[config.mk]
export PLATFORM = sky130hd
export DESIGN_NAME = if_stage_pipe_reg
export DESIGN_NICKNAME = d
export VERILOG_FILES = /design/src/rtl/if_stage_pipe_reg.sv
export SDC_FILE = /design/constraint.sdc
export NUM_CORES = 1
export LEC_CHECK = 0
export BUFFER_PORTS_ARGS = -buffer_cell sky130_fd_sc_hd__buf_4
export CORE_MARGIN = 2
export CORE_UTILIZATION = 40
export CTS_BUF_LIST = sky130_fd_sc_hd__clkbuf_4 sky130_fd_sc_hd__clkbuf_8
export DETAILED_ROUTE_END_ITERATION = 16
export GPL_ROUTABILITY_DRIVEN = 0
export HOLD_SLACK_MARGIN = 0.06
export PLACE_DENSITY_LB_ADDON = 0.15
export SYNTH_ARGS = -nofsm -noshare
export SYNTH_HDL_FRONTEND = slang
export SYNTH_SLANG_ARGS = --single-unit
[constraint.sdc]
create_clock -name clk -period 2.8 [get_ports clk]
set_clock_uncertainty 0.15 [all_clocks]
set_input_delay 0.28 -clock clk [delete_from_list [all_inputs] [get_ports clk]]
set_output_delay 0.28 -clock clk [all_outputs]
set_load 0.05 [all_outputs]
[src/rtl/if_stage_pipe_reg.sv]
// IF/ID stage register: carries {pc, instruction} from fetch to decode over valid/ready.
// Define IF_STAGE_SKID_EN for a 2-entry skid buffer with a registered in_ready.
module if_stage_pipe_reg #(
  parameter int                 PC_W      = 32,
  parameter int                 INSTR_W   = 32,
  parameter logic [INSTR_W-1:0] NOP_INSTR = {INSTR_W{1'b0}}
) (
  input  logic               clk,
  input  logic               rst,
  input  logic               flush,
  input  logic               freeze,
  input  logic               in_valid,
  output logic               in_ready,
  input  logic [PC_W-1:0]    pc_in,
  input  logic [INSTR_W-1:0] instruction_in,
  output logic               out_valid,
  input  logic               out_ready,
  output logic [PC_W-1:0]    pc,
  output logic [INSTR_W-1:0] instruction
);

  typedef enum logic [1:0] {
    ST_EMPTY = 2'd0,
    ST_ONE   = 2'd1,
    ST_TWO   = 2'd2
  } state_e;

  state_e             state_q, state_d;
  logic [PC_W-1:0]    main_pc_q, main_pc_d;
  logic [INSTR_W-1:0] main_instr_q, main_instr_d;
  logic               accept_s;
  logic               release_s;

`ifdef IF_STAGE_SKID_EN
  logic [PC_W-1:0]    skid_pc_q, skid_pc_d;
  logic [INSTR_W-1:0] skid_instr_q, skid_instr_d;
  logic               in_ready_q, in_ready_d;

  assign in_ready = in_ready_q && !freeze;
`else
  // Single entry: a slot frees up only when decode takes the head in the same cycle.
  assign in_ready = !freeze && ((state_q == ST_EMPTY) || out_ready);
`endif

  assign out_valid   = (state_q != ST_EMPTY) && !freeze;
  assign accept_s    = in_valid && in_ready;
  assign release_s   = out_valid && out_ready;
  assign pc          = (state_q != ST_EMPTY) ? main_pc_q : {PC_W{1'b0}};
  assign instruction = (state_q != ST_EMPTY) ? main_instr_q : NOP_INSTR;

  // Next-state and data-load decisions: flush beats freeze beats normal flow.
  always_comb begin
    state_d      = state_q;
    main_pc_d    = main_pc_q;
    main_instr_d = main_instr_q;
`ifdef IF_STAGE_SKID_EN
    skid_pc_d    = skid_pc_q;
    skid_instr_d = skid_instr_q;
`endif
    if (flush) begin
      state_d = ST_EMPTY;
    end else if (freeze) begin
      state_d = state_q;
    end else begin
      case (state_q)
        ST_EMPTY: begin
          if (accept_s) begin
            state_d      = ST_ONE;
            main_pc_d    = pc_in;
            main_instr_d = instruction_in;
          end else begin
            state_d = ST_EMPTY;
          end
        end
        ST_ONE: begin
          if (accept_s && release_s) begin
            state_d      = ST_ONE;
            main_pc_d    = pc_in;
            main_instr_d = instruction_in;
          end else if (accept_s) begin
`ifdef IF_STAGE_SKID_EN
            state_d      = ST_TWO;
            skid_pc_d    = pc_in;
            skid_instr_d = instruction_in;
`else
            state_d      = ST_ONE;
`endif
          end else if (release_s) begin
            state_d = ST_EMPTY;
          end else begin
            state_d = ST_ONE;
          end
        end
`ifdef IF_STAGE_SKID_EN
        ST_TWO: begin
          // Skid entry is always younger than main, so it moves up on release.
          if (release_s) begin
            state_d      = ST_ONE;
            main_pc_d    = skid_pc_q;
            main_instr_d = skid_instr_q;
          end else begin
            state_d = ST_TWO;
          end
        end
`endif
        default: begin
          state_d = ST_EMPTY;
        end
      endcase
    end
`ifdef IF_STAGE_SKID_EN
    in_ready_d = (state_d != ST_TWO);
`endif
  end

  // State and data registers with asynchronous active-low reset.
  always_ff @(posedge clk or negedge rst) begin
    if (!rst) begin
      state_q      <= ST_EMPTY;
      main_pc_q    <= {PC_W{1'b0}};
      main_instr_q <= NOP_INSTR;
`ifdef IF_STAGE_SKID_EN
      skid_pc_q    <= {PC_W{1'b0}};
      skid_instr_q <= NOP_INSTR;
      in_ready_q   <= 1'b1;
`endif
    end else begin
      state_q      <= state_d;
      main_pc_q    <= main_pc_d;
      main_instr_q <= main_instr_d;
`ifdef IF_STAGE_SKID_EN
      skid_pc_q    <= skid_pc_d;
      skid_instr_q <= skid_instr_d;
      in_ready_q   <= in_ready_d;
`endif
    end
  end

endmodule

==> impl_metrics.csv <==
group,metric,value,unit
run_status,status,"finished, final reports clean",
grt,gr-usage-all-layers,0.1820,
worst_setup_path,cp-startpoint,"flush",
cts,postCtsResizedCells,0,
logic_synthesis,synth_common_cells,"dfrtp_1 (65), and2_1 (64), mux2_4 (60), clkbuf_1 (7), buf_12 (6)",
place,dp.cells,440,
final_layout,nets,485,
grt,overflow,0,
final_layout,fillers,594,
logic_synthesis,mappedNetlistArea,3189,µm²
worst_setup_path,cp_max_fo,38,
logic_synthesis,ys_async_sr_fraction,1.000,
logic_synthesis,synthesis.nets,285,
worst_hold_path,holdPathEnd,"state_q[0]",
power,peakVddDrop,0.2824,mV
place,port_buffers,135,
cts,cts_sinks,65,
final_layout,syn2layout_area_growth,58.57,%
cts,post_cts_buffers,0,
place,dpl.hpwl,4324,µm
final_layout,multi_input_area,1398,µm²
worst_hold_path,min_delay_path_depth,3,
worst_setup_path,arrival,2.23,ns
power,power_density,572.6,nW/µm²
worst_setup_path,cp.required,2.87,ns
grt,grt_antenna_before_repair,0,
die,die_area,8704,µm²
worst_setup_path,r2r_setup_slack,0.76,ns
sta,fin_crit,2.161,ns
logic_synthesis,yosys.area.top_type,"dfrtp_1",
die,die_w,93.30,µm
drt,drt_iter0_markers,58,
logic_synthesis,synth_cell_type_count,15,
sta,rsz0062_at_grt,"no",
grt,grt_max_degree,67,
drt,drtPass1Iterations,4,
worst_setup_path,crit_type,"input port to register",
sta,hold_viol,0,
logic_synthesis,synth_top_area_share,0.5100,
worst_setup_path,reg2reg_from,"state_q[0]",
drt,vias,2302,
final_layout,diodes,0,
sta,tightest_slew,0.8265,ns
worst_hold_path,hold_class,"input port to register",
drt,drc,0,
drt,drt-total-wl,7468,µm
die,ios,136,
die,core,7727,µm²
final_layout,seqCellArea,1627,µm²
sta,max_freq,462.7,MHz
final_layout,stdcell_count,522,
worst_setup_path,end_kind,"register",
grt,grt_pass1_wl,12340,µm
power,p_leak,2.638,nW
sta,timing.slew.headroom,0.4490,
cts,cts.clk_slew.worst_paths,0.07,ns
logic_synthesis,synth_seq_area_share,0.5100,
grt,first_global_vias,2522,
die,initial_utilization,0.4127,
cts,clk_path_buf_depth,2,
logic_synthesis,avgSynthCellArea,14.83,µm²
die,die_height,93.30,µm
sta,maxSlewViolCount,0,
drt,avgViaCountPerCell,4.410,
sta,tns,0,ns
sta,fin_crit_sh,0.7719,
flow_run,drv_cap,0,
logic_synthesis,synth_edf_count,0,
sta,finalSetupViolCount,0,
cts,tritoncts,"done",
final_layout,drive_gt1_frac,0.5119,
logic_synthesis,synth_area_leaders,"dfrtp_1 (51%), mux2_4 (28%), and2_1 (13%), buf_12 (3.8%), mux2_1 (1.4%)",
logic_synthesis,ys.flop_type,"dfrtp_1",
cts,ctsRootBufferMaster,"clkbuf_8",
drt,wire_per_inst,14.31,µm
worst_setup_path,path_cells,"dlygate4sd3_1 > buf_4 > or3_4 > buf_12 > mux2_4",
worst_setup_path,start_kind,"input port",
worst_hold_path,worstHoldStart,"in_valid",
worst_setup_path,r2r-end,"main_instr_q[10]",
cts,cts_buffers,9,
cts,cts_max_level,3,
worst_setup_path,cpPeakStageDelay,0.60,ns
logic_synthesis,synth-seq-cells,65,
logic_synthesis,netlist_instances,215,
cts,insertion_delay,0.33,ns
die,rows,32,
final_layout,fin_util,0.6545,
worst_setup_path,rr_worst_depth,4,
logic_synthesis,synth.most_common_cell,"dfrtp_1",
worst_setup_path,cpMaxStageDelayCell,"or3_4",
logic_synthesis,yosysWarnings,0,
drt,ant_nets,0,
metal layers:
layer / part of all wire / track usage / vias to the layer above
met1: 0.44 / 0.2295 / 1112
met2: 0.50 / 0.3016 / 76
met3: 0.050 / 0.05399 / 7
met4: 0.010 / 0.05515 / 0
li1: - / - / 1107
met5: 0 / 0 / -
how the worst max path moves through the flow:
stage	cells after the start	end	slack, ns
global placement	5	main_instr_q[15]	0.78
CTS	5	main_instr_q[16]	0.67
global route	5	main_instr_q[16]	0.63
detailed placement	5	main_instr_q[21]	0.75
floorplan	2	out_valid	1.04
finish	5	main_instr_q[10]	0.64
registers in the layout, indices dropped and copies added (netlist names):
| register | flops |
|---|---|
| state_q | 1 |
| main_instr_q | 32 |
| main_pc_q | 32 |
timing repair:
item | 4_1_cts | 5_1_grt
hold endpoints to repair | 130 | 0
setup endpoints to repair | 0 | 0
hold buffers | 66 | 0
through the flow:
step	setup slack, ns	hold slack [ns]	area [µm²]	power, W
after floorplan	1.044	-0.1656	3189	0.001791
after global placement	0.7777	0.2893	4197	0.002012
after detailed placement	0.7471	0.2876	4197	0.002029
after CTS	0.6701	0.07543	5057	0.002923
after global routing	0.6303	0.07671	5057	0.003051
final	0.6388	0.08678	5057	0.002896
cell type report:
cell class                      count  share of cell area
Sequential cell                    65              0.3216
Inverter                            1           0.0007422
Multi-Input combinational cell    135              0.2763
Tap cell                          102             0.02523
Clock buffer                       13             0.03167
Timing Repair Buffer              203              0.3365
Clock inverter                      3            0.007917
critical path: cells and delay by family:
family / cells / cell delay (ns)
buffers and inverters: 3 / 0.96
muxes: 1 / 0.33
and+or+nand+nor: 1 / 0.60
cell families (layout without fill, tap and decap cells):
logic type | Yosys count | count (layout) | share of synthesized area
AOI/OAI and AO/OA | 2 | 2 | 0.003135
muxes | 64 | 64 | 0.2966
buffers and inverters | 15 | 220 | 0.05179
DFF | 65 | 65 | 0.5100
and+or+nand+nor | 69 | 69 | 0.1385
cell usage in the layout (no fill, tap or decap), drive strengths merged, types with 2 or more instances in the layout:
master and n:
buf 137, mux2 64, clkbuf 13, and2 64
nor2b 2, dfrtp 65, dlygate4sd3 66, clkinv 2
report_power, final:
| part | internal (W) | switching (W) | total (W) |
|---|---|---|---|
| Sequential | 0.00113 | 0.000100 | 0.00123 |
| Clock | 0.000463 | 0.000339 | 0.000802 |
| Combinational | 0.000475 | 0.000388 | 0.000863 |
(Power assumes the default switching activity.)
